==> config.mk <==
export PLATFORM = sky130hd
export DESIGN_NAME = ahb_gpio_bank
export DESIGN_NICKNAME = d
export VERILOG_FILES = /design/src/rtl/gpio_pkg.sv /design/src/rtl/gpio_sync.sv /design/src/rtl/ahb_gpio_bank.sv
export SDC_FILE = /design/constraint.sdc
export NUM_CORES = 1
export LEC_CHECK = 0
export BUFFER_PORTS_ARGS = -buffer_cell sky130_fd_sc_hd__buf_2
export CAP_MARGIN = 20
export CORE_ASPECT_RATIO = 1.2
export CORE_MARGIN = 10
export CORE_UTILIZATION = 55
export DETAILED_ROUTE_END_ITERATION = 6
export PLACE_DENSITY = 0.79
export SLEW_MARGIN = 15
export SYNTH_ARGS = -nofsm -noshare
export SYNTH_HDL_FRONTEND = slang
export SYNTH_SLANG_ARGS = --single-unit
export TNS_END_PERCENT = 1
==> constraint.sdc <==
create_clock -name HCLK -period 3.06 [get_ports HCLK]
set_input_delay 0 -clock HCLK [delete_from_list [all_inputs] [get_ports HCLK]]
set_output_delay 0 -clock HCLK [all_outputs]
set_load 0.02 [all_outputs]
==> src/rtl/gpio_pkg.sv <==
// Shared definitions for the AHB GPIO bank: register offsets, AHB encodings,
// data-phase states and the byte-lane mask helper.
package gpio_pkg;

    localparam logic [4:0] REG_DATA_IN  = 5'h00;
    localparam logic [4:0] REG_DATA_OUT = 5'h04;
    localparam logic [4:0] REG_DIR      = 5'h08;
    localparam logic [4:0] REG_OUT_SET  = 5'h0C;
    localparam logic [4:0] REG_OUT_CLR  = 5'h10;
    localparam logic [4:0] REG_OUT_TGL  = 5'h14;
    localparam logic [4:0] REG_IRQ_EN   = 5'h18;
    localparam logic [4:0] REG_IRQ_STAT = 5'h1C;

    localparam int PORT_STRIDE = 32'h20;

    localparam logic [1:0] HTRANS_IDLE   = 2'b00;
    localparam logic [1:0] HTRANS_BUSY   = 2'b01;
    localparam logic [1:0] HTRANS_NONSEQ = 2'b10;
    localparam logic [1:0] HTRANS_SEQ    = 2'b11;

    localparam logic [2:0] HSIZE_BYTE = 3'd0;
    localparam logic [2:0] HSIZE_HALF = 3'd1;
    localparam logic [2:0] HSIZE_WORD = 3'd2;

    localparam logic HRESP_OKAY  = 1'b0;
    localparam logic HRESP_ERROR = 1'b1;

    typedef enum logic [1:0] {
        DP_OKAY = 2'd0,
        DP_ERR1 = 2'd1,
        DP_ERR2 = 2'd2
    } dp_state_e;

    function automatic logic [3:0] byte_mask(input logic [2:0] size, input logic [1:0] addr);
        logic [3:0] m;
        case (size)
            HSIZE_BYTE: m = 4'b0001 << addr;
            HSIZE_HALF: m = addr[1] ? 4'b1100 : 4'b0011;
            default:    m = 4'b1111;
        endcase
        return m;
    endfunction

endpackage

==> src/rtl/gpio_sync.sv <==
// Per-bit input synchroniser followed by a history stage; flags edges on the
// synchronised value.
module gpio_sync
    import gpio_pkg::*;
#(
    parameter int WIDTH      = 16,
    parameter int STAGES     = 2,
    parameter int BOTH_EDGES = 0
) (
    input  logic             i_clk,
    input  logic             i_rst_n,
    input  logic [WIDTH-1:0] i_pin,
    output logic [WIDTH-1:0] o_sync,
    output logic [WIDTH-1:0] o_edge
);

    logic [WIDTH-1:0] r_stage [STAGES];
    logic [WIDTH-1:0] r_hist;

    always_ff @(posedge i_clk) begin
        if (!i_rst_n) begin
            for (int s = 0; s < STAGES; s++) r_stage[s] <= '0;
            r_hist <= '0;
        end else begin
            r_stage[0] <= i_pin;
            for (int s = 1; s < STAGES; s++) r_stage[s] <= r_stage[s-1];
            r_hist <= r_stage[STAGES-1];
        end
    end

    assign o_sync = r_stage[STAGES-1];
    assign o_edge = (o_sync & ~r_hist) | ((BOTH_EDGES != 0) ? (~o_sync & r_hist) : '0);

endmodule

==> src/rtl/ahb_gpio_bank.sv <==
// AHB-Lite GPIO slave: N_PORTS ports with direction, atomic set/clear/toggle,
// synchronised inputs and edge interrupts with sticky W1C status.
module ahb_gpio_bank
    import gpio_pkg::*;
#(
    parameter int                    DATA_WIDTH     = 32,
    parameter int                    ADDR_WIDTH     = 32,
    parameter logic [ADDR_WIDTH-1:0] START_ADDR     = '0,
    parameter int                    N_PORTS        = 2,
    parameter int                    PORT_WIDTH     = 16,
    parameter int                    SYNC_STAGES    = 2,
    parameter int                    IRQ_BOTH_EDGES = 0
) (
    input  logic                          HCLK,
    input  logic                          HRESETn,
    input  logic [ADDR_WIDTH-1:0]         haddr,
    input  logic [DATA_WIDTH-1:0]         hwdata,
    output logic [DATA_WIDTH-1:0]         hrdata,
    input  logic                          hwrite,
    input  logic                          hsel,
    input  logic [1:0]                    htrans,
    input  logic [2:0]                    hsize,
    output logic                          hready,
    output logic                          hresp,
    input  logic [N_PORTS*PORT_WIDTH-1:0] gpio_in,
    output logic [N_PORTS*PORT_WIDTH-1:0] gpio_out,
    output logic [N_PORTS*PORT_WIDTH-1:0] gpio_oe,
    output logic                          irq
);

    dp_state_e r_state, w_state_nxt;

    logic [ADDR_WIDTH-1:0] w_off;
    logic [2:0]            w_port;
    logic [4:0]            w_reg;
    logic [3:0]            w_bmask;
    logic                  w_in_range, w_accept, w_xfer, w_err;

    logic                  r_wr_vld_p1;
    logic [2:0]            r_port_p1;
    logic [4:0]            r_reg_p1;
    logic [3:0]            r_bmask_p1;
    logic [DATA_WIDTH-1:0] r_hrdata, w_rdata, w_lane;
    logic [PORT_WIDTH-1:0] w_wbits, w_keep;
    logic                  r_irq, w_irq_any;

    logic [PORT_WIDTH-1:0] r_dout [N_PORTS], r_dir [N_PORTS], r_ien [N_PORTS], r_stat [N_PORTS];
    logic [PORT_WIDTH-1:0] w_dout_nxt [N_PORTS], w_dir_nxt [N_PORTS];
    logic [PORT_WIDTH-1:0] w_ien_nxt [N_PORTS], w_stat_nxt [N_PORTS];
    logic [PORT_WIDTH-1:0] w_sync [N_PORTS], w_edge [N_PORTS];

    // Address phase: decode and qualify; new requests are ignored while stalling in ERR1
    assign w_off      = haddr - START_ADDR;
    assign w_port     = w_off[7:5];
    assign w_reg      = {w_off[4:2], 2'b00};
    assign w_bmask    = byte_mask(hsize, w_off[1:0]);
    assign w_in_range = w_off < ADDR_WIDTH'(N_PORTS * PORT_STRIDE);
    assign w_accept   = (r_state != DP_ERR1);
    assign w_xfer     = hsel && (htrans == HTRANS_NONSEQ || htrans == HTRANS_SEQ) && w_accept;
    assign w_err      = !w_in_range
                     || (hwrite && w_reg == REG_DATA_IN)
                     || (hsize > HSIZE_WORD)
                     || (hsize == HSIZE_HALF && w_off[0])
                     || (hsize == HSIZE_WORD && w_off[1:0] != 2'b00);

    // Data phase: write data lanes; unselected lanes contribute zero
    assign w_lane  = {{8{r_bmask_p1[3]}}, {8{r_bmask_p1[2]}}, {8{r_bmask_p1[1]}}, {8{r_bmask_p1[0]}}};
    assign w_wbits = PORT_WIDTH'(hwdata & w_lane);
    assign w_keep  = PORT_WIDTH'(w_lane);

    genvar gp;
    generate
        for (gp = 0; gp < N_PORTS; gp++) begin : g_port
            gpio_sync #(
                .WIDTH      (PORT_WIDTH),
                .STAGES     (SYNC_STAGES),
                .BOTH_EDGES (IRQ_BOTH_EDGES)
            ) u_sync (
                .i_clk   (HCLK),
                .i_rst_n (HRESETn),
                .i_pin   (gpio_in[gp*PORT_WIDTH +: PORT_WIDTH]),
                .o_sync  (w_sync[gp]),
                .o_edge  (w_edge[gp])
            );
            assign gpio_out[gp*PORT_WIDTH +: PORT_WIDTH] = r_dout[gp] & r_dir[gp];
            assign gpio_oe[gp*PORT_WIDTH +: PORT_WIDTH]  = r_dir[gp];
        end
    endgenerate

    always_comb begin
        w_irq_any = 1'b0;
        for (int p = 0; p < N_PORTS; p++) begin
            w_dout_nxt[p] = r_dout[p];
            w_dir_nxt[p]  = r_dir[p];
            w_ien_nxt[p]  = r_ien[p];
            w_stat_nxt[p] = r_stat[p];
            if (r_wr_vld_p1 && r_port_p1 == 3'(p)) begin
                case (r_reg_p1)
                    REG_DATA_OUT: w_dout_nxt[p] = (r_dout[p] & ~w_keep) | w_wbits;
                    REG_DIR:      w_dir_nxt[p]  = (r_dir[p] & ~w_keep) | w_wbits;
                    REG_OUT_SET:  w_dout_nxt[p] = r_dout[p] | w_wbits;
                    REG_OUT_CLR:  w_dout_nxt[p] = r_dout[p] & ~w_wbits;
                    REG_OUT_TGL:  w_dout_nxt[p] = r_dout[p] ^ w_wbits;
                    REG_IRQ_EN:   w_ien_nxt[p]  = (r_ien[p] & ~w_keep) | w_wbits;
                    REG_IRQ_STAT: w_stat_nxt[p] = r_stat[p] & ~w_wbits;
                    default: ;
                endcase
            end
            // Edge set is OR-ed after the W1C so a coincident edge wins
            w_stat_nxt[p] = w_stat_nxt[p] | (w_edge[p] & r_ien[p]);
            w_irq_any     = w_irq_any | (|(r_stat[p] & r_ien[p]));
        end
    end

    // Read data comes from next-state values so a read right behind a write sees it
    always_comb begin
        w_rdata = '0;
        if (w_xfer && !hwrite && !w_err) begin
            for (int p = 0; p < N_PORTS; p++) begin
                if (w_port == 3'(p)) begin
                    case (w_reg)
                        REG_DATA_IN:  w_rdata = DATA_WIDTH'(w_sync[p]);
                        REG_DATA_OUT: w_rdata = DATA_WIDTH'(w_dout_nxt[p]);
                        REG_DIR:      w_rdata = DATA_WIDTH'(w_dir_nxt[p]);
                        REG_IRQ_EN:   w_rdata = DATA_WIDTH'(w_ien_nxt[p]);
                        REG_IRQ_STAT: w_rdata = DATA_WIDTH'(w_stat_nxt[p]);
                        default:      w_rdata = '0;
                    endcase
                end
            end
        end
    end

    always_ff @(posedge HCLK) begin
        if (!HRESETn) r_state <= DP_OKAY;
        else          r_state <= w_state_nxt;
    end

    always_comb begin
        w_state_nxt = r_state;
        hready      = 1'b1;
        hresp       = HRESP_OKAY;
        case (r_state)
            DP_OKAY: if (w_xfer && w_err) w_state_nxt = DP_ERR1;
            DP_ERR1: begin
                hready      = 1'b0;
                hresp       = HRESP_ERROR;
                w_state_nxt = DP_ERR2;
            end
            DP_ERR2: begin
                hresp       = HRESP_ERROR;
                w_state_nxt = (w_xfer && w_err) ? DP_ERR1 : DP_OKAY;
            end
            default: w_state_nxt = DP_OKAY;
        endcase
    end

    always_ff @(posedge HCLK) begin
        if (!HRESETn) begin
            r_wr_vld_p1 <= 1'b0;
            r_port_p1   <= '0;
            r_reg_p1    <= '0;
            r_bmask_p1  <= '0;
            r_hrdata    <= '0;
            r_irq       <= 1'b0;
            for (int p = 0; p < N_PORTS; p++) begin
                r_dout[p] <= '0;
                r_dir[p]  <= '0;
                r_ien[p]  <= '0;
                r_stat[p] <= '0;
            end
        end else begin
            r_wr_vld_p1 <= w_xfer && hwrite && !w_err;
            r_port_p1   <= w_port;
            r_reg_p1    <= w_reg;
            r_bmask_p1  <= w_bmask;
            r_hrdata    <= w_rdata;
            r_irq       <= w_irq_any;
            for (int p = 0; p < N_PORTS; p++) begin
                r_dout[p] <= w_dout_nxt[p];
                r_dir[p]  <= w_dir_nxt[p];
                r_ien[p]  <= w_ien_nxt[p];
                r_stat[p] <= w_stat_nxt[p];
            end
        end
    end

    assign hrdata = r_hrdata;
    assign irq    = r_irq;

endmodule
==> metrics, run 1 <==
status=complete, but fails checks; failing checks=DRC; die width=152 um; CTS Buf Count=25; Post-Layout Cell Count=1685; ANT nets after route=0; top_reg_cell synth=dfxtp_1; I/O pins=between 200 and 250; Worst-Margin Slew=~1.1 ns; endpoints failing setup=0; vias in the first global route=10.1k; commonest non-fill, non-tap cell in the layout=dfxtp_1; Setup Slack @ Placement=0.469 ns; syn_area_per_cell=9.50 um2; post-synthesis sequential area ratio=around 44%; CTS Buffer Depth=3; mapped cell area=11400 um2; worst clock skew=about 0.010 ns; Die Y=178 um; wirelength, routed=~36000 um; Design Power=between 0.006 and 0.007 W; number of synthesized flops with an enable pin=0; drt drc=7; number of fill cells=roughly 1.7k; share of cells above drive strength 1=between 15 and 20%; Post-synth ARST share=0%; CTS root buffer=clkbuf_16; die area=between 20000 and 30000 um2; post_cts resized=0; Crit. End Element=flip-flop; Setup TNS=0 ns; core footprint=slightly above 20000 um2; max_slew headroom=a little over a quarter; PortBufs=170; Post-DP HPWL=24300 um; CTS Hold Buffers Added=60; worst path arrival time=slightly above 3 ns; Worst-path clk slew=about 0.060 ns; Crit Path Class=flip-flop to flip-flop; Final WS setup=0.384 ns; final hold violation count=0; Overflow after GRT=0; synthesized flop and latch total=around 250; Avg Vias per Cell=about 6; FF-to-FF setup slack=around 0.38 ns; CTS tree=yes; largest net degree at the start of global routing=128; H-tree depth=1; RSZ-0062 raised after global routing=false; Max VDD drop=between 0.4 and 0.5 mV; Avg WL per Cell=roughly 21 um; GP Congestion=around 0.92; drt pass-1 iters=7; crit path max fanout=12; starting DRC count in detailed routing=between 1k and 1.5k; power density cells=between 400 and 500 nW/um2; initial core utilization=around 56%; Vias=about 10k; Hold Path Class=input pin to flip-flop; synth warn=0; nets=approximately 1.5k; Critical Path Start Type=flip-flop; Tcrit/Tclk final=just under 90%; Sink Count=between 200 and 300; Static Leak=5.76 nW; global-route wire length before repair=around 55000 um; initial antenna violation count=2; aggregate global-route resource usage=between 20% and 30%; Crit path required time=3.45 ns; Layout area overhead=20.9%; number of placement rows=57; Mapped Cells=roughly 1.2k; post-synth cell types=56; Clk Latency, worst-skew pair=0.52 ns; hold slack=approximately 0.071 ns; fmax=around 370 MHz; Final Critical Period=roughly 2.7 ns; Max-Cap Viols=0; fin. max-slew vios=0; most frequent cells in the layout=251 x dfxtp_1, 169 x buf_2, 153 x and2_1; Cells after DPL=approximately 1.6k; postcts setup bufs=0
-- worst max-delay path, stage by stage (launching register included) --
cell and delay [ns]:
dfxtp_1 0.35, or4b_4 0.70, a21oi_2 0.25, buf_4 0.24
a21oi_1 0.30, a222oi_1 0.35, nor3b_1 0.26, o22ai_1 0.10
-- cell families after synthesis --
family	synth area share (%)
AOI/OAI and AO/OA	16.3
adders and majority gates	4.04
buffers and inverters	5.29
DFF	44.1
muxes	7.26
other	0.0328
and+or+nand+nor	23.0
-- power by group --
| group | internal (W) | switching, W |
|---|---|---|
| Clock | 0.00184 | 0.00123 |
| Sequential | 0.00334 | 0.0000468 |
| Combinational | 0.000203 | 0.000256 |
| Total | 0.00539 | 0.00153 |
-- final timing paths --
| check | startpoint | endpoint | cells past startpoint |
|---|---|---|---|
| worst max-delay path | r_port_p1[0] | hrdata[14] | 7 |
| worst min-delay path | HRESETn | hrdata[15] | 6 |
| worst max register to register | r_port_p1[0] | hrdata[14] | 7 |
| worst min register to register | g_port[0].u_sync.r_stage[0][8] | g_port[0].u_sync.r_stage[0][24] | 1 |
-- registers in the layout, indices dropped and copies added, names as in the netlist --
name,count
r_stat,32
g_port.u_sync.r_hist,32
r_bmask_p1,2
r_state,2
irq,1
r_reg_p1,3
hrdata,16
r_ien,32
r_port_p1,3
r_dir,32
r_dout,32
r_wr_vld_p1,1
g_port.u_sync.r_stage,64
-- cell usage after synthesis (14+ instances only) --
cell type	n	area share, %
o31ai_1	18	1.2
nor2b_1	111	6.1
nand3_1	19	0.83
mux2i_1	83	7.3
a21oi_1	14	0.61
o211a_1	15	1.3
a2bb2oi_1	16	1.2
buf_2	15	0.66
nor3b_1	14	0.92
a22oi_1	40	2.6
and2_1	153	8.4
buf_4	19	1.2
dfxtp_1	252	44
clkbuf_1	60	2.0
o21ai_0	39	1.7
nor2_1	26	0.85
inv_1	34	1.1
ha_1	37	4.0
o22ai_1	49	2.7
nand2_1	74	2.4
a222oi_1	30	2.6
-- metal layers --
metal	share of wire [%]	wire length (um)	up-vias	global-route usage, %
met4	5.9	2130	0	14.8
met5	0	0	-	0
met2	48	17400	575	43.9
met3	9.5	3440	136	4.94
li1	-	-	4648	-
met1	36	13100	4786	29.4
-- area by class of cell --
cell class                      instances  area (um2)  area share (%)
Multi-Input combinational cell        835        5860            42.3
Sequential cell                       252        5050            36.5
Timing Repair Buffer                  256        1650            11.9
Clock buffer                           37         751            5.42
Tap cell                              265         332            2.40
Inverter                               34         128           0.922
Clock inverter                          4        70.1           0.506
Antenna cell                            2        5.00          0.0362
-- metrics by stage --
stage / utilization [%] / instance area (um2)
3_5_place_dp: 60.9 / 12400
6_report: 67.9 / 13800
2_1_floorplan: - / 11500
5_1_grt: 67.9 / 13800
4_1_cts: 67.8 / 13800
3_3_place_gp: 60.9 / 12400
(Power assumes the default switching activity.)
==> run 2, diff against run 1 <==
Settings changed: CORE_ASPECT_RATIO 1.2 to 0.5.
==> run 2 against run 1 <==
Count of clock-buffer cells in the layout is 6 lower; clock power hardly changed; critical path depth stayed put; sequential share of layout area hardly changed; register-to-register slack worse by 0.11 ns; die area is 1.2% higher; sequential power hardly changed; sequential cell count stayed put; maximum frequency is 3.8% lower; cell count is 0.65% higher; the flow still finishes with violations (DRC); highest routed layer unchanged.
==> metrics, run 2 (same netlist as run 1, synthesis figures left out) <==
Tcrit/Tclk final=90.9% (+3.5 points); GRT met1 Usage=32.2% (+2.8 points); cell breakdown of the critical path=or4b_4, a21oi_2, buf_4, a21oi_1, a222oi_1, nor3b_1, o22ai_1; postcts setup bufs=0 (unchanged); final hold violation count=0 (unchanged); wirelength, routed=35900 um (-0.30%); status=complete, but fails checks; Overflow after GRT=0 (unchanged); power density cells=500 nW/um2 (about the same); nets=1547 (+0.065%); Layout area overhead=21.0%; max_slew headroom=26.3% (-0.044 points); Top reg by flops=g_port.u_sync.r_stage; Avg Vias per Cell=5.97 (-0.77%); fin. max-slew vios=0 (unchanged); Vias=10.1k (-0.12%); PortBufs=170 (unchanged); starting DRC count in detailed routing=1364 (+4.3%); Post-Layout Cell Count=1696 (+0.65%); CTS tree=yes; Critical Path Start Type=flip-flop; I/O pins=204 (unchanged); share of cells above drive strength 1=17.4% (+0.17 points); Setup Slack @ Placement=0.403 ns (-0.0656 ns); Crit Path Class=flip-flop to flip-flop; global-route wire length before repair=55600 um (+0.85%); die width=224 um (+48%); Static Leak=5.77 nW (+0.12%); ANT nets after route=0 (unchanged); worst path arrival time=3.14 ns (+0.07 ns); Avg WL per Cell=21.2 um (-0.94%); die area=27300 um2 (+1.2%); Crit. End Element=flip-flop; Worst path slowest cell=or4b_4; number of fill cells=1597 (-4.4%); core footprint=20500 um2 (+0.55%); Crit path required time=3.42 ns (-0.03 ns); Worst-Margin Slew=1.11 ns (+0.000655 ns); Hold Path Class=input pin to flip-flop; crit path max fanout=12 (unchanged); DP Area=12400 um2 (+0.26%); CTS root buffer=clkbuf_16; hold slack=0.0530 ns (-0.0183 ns); worst clock skew=0.0132 ns (+0.00280 ns); CTS Buffer Depth=3 (unchanged); M2 GR Usage=42.2% (-1.7 points); Post-DP HPWL=24400 um (+0.63%); Global Route met3 Usage=5.25% (+0.31 points); GP Congestion=0.925 (+0.28%); vias in the first global route=10.0k (-1.2%); Worst-path clk slew=0.07 ns (about the same); final instance area=13900 um2 (+0.11%); RSZ-0062 raised after global routing=false; drt drc=14 (+7); commonest non-fill, non-tap cell in the layout=dfxtp_1; failing checks=DRC; Max-Cap Viols=0 (unchanged); Crit path largest cell delay=0.70 ns (about the same); Clk Latency, worst-skew pair=0.52 ns (about the same); max FFs per register=64 (unchanged); endpoints failing setup=0 (unchanged); Sink Count=252 (unchanged); H-tree depth=1 (unchanged); initial core utilization=55.8% (-0.30 points); largest net degree at the start of global routing=86 (-33%); fmax=359 MHz (-3.8%); drt pass-1 iters=7 (unchanged); most frequent cells in the layout=251 x dfxtp_1, 169 x buf_2, 153 x and2_1; aggregate global-route resource usage=25.3% (-0.47 points); Final WS setup=0.278 ns (-0.106 ns); Final Critical Period=2.78 ns (+0.106 ns); initial antenna violation count=3 (+1); number of placement rows=37 (-35%); Cells after DPL=1593 (+0.70%); CTS Buf Count=23 (-8.0%); Setup TNS=0 ns (unchanged); GR peak layer=met2; Die Y=122 um (-31%); Max VDD drop=0.321 mV (-23%)
## run 2: worst max-delay path, delay by kind of cell, from the launching register on
kind | cells | cell delay (ns)
compound gates | 4 | 1.04
buf+inv | 1 | 0.27
simple gates | 2 | 0.95
flops | 1 | 0.35
## run 2: final timing paths
check	startpoint	to	slack [ns]	cells past startpoint
setup reg to reg	r_port_p1[0]	hrdata[12]	0.28	7
hold / removal	HRESETn	r_state[1]	0.05	3
setup / recovery	r_port_p1[0]	hrdata[12]	0.28	7
hold reg to reg	g_port[0].u_sync.r_stage[0][5]	g_port[0].u_sync.r_stage[0][21]	0.43	1
## run 2: power by group
group,leakage (nW),switching (W),internal [W]
registers,2.05,0.0000461,0.00334
logic,3.32,0.000255,0.000204
clock network,0.398,0.00126,0.00182
total,5.77,0.00156,0.00536
## run 2: cell type report
class	instances	area, um2	area share, %
tap	273	342	2.47
timing repair buffer	259	1670	12.1
clock buffer	31	646	4.66
multi-input combinational	835	5860	42.3
inverter	34	128	0.921
clock inverter	10	158	1.14
sequential	252	5050	36.4
antenna	2	5.00	0.0361
## run 2: what timing repair did
action	CTS	global route
hold buffers	60	0
hold endpoints to repair	119	0
gates resized for setup	0	0
## run 2: per-layer routing
| metal | routed length, um | up-vias | part of all wire [%] |
|---|---|---|---|
| met1 | 14400 | 4762 | 40 |
| met5 | 0 | - | 0 |
| met4 | 1210 | 0 | 3.4 |
| met2 | 16500 | 578 | 46 |
| li1 | - | 4679 | - |
| met3 | 3770 | 114 | 11 |
## run 2: through the flow
step / utilization, % / total power (W)
after detailed placement: 60.7 / 0.00384
after global routing: 67.6 / 0.00712
after floorplan: - / 0.00371
after CTS: 67.5 / 0.00693
after global placement: 60.7 / 0.00383
final: 67.6 / 0.00693
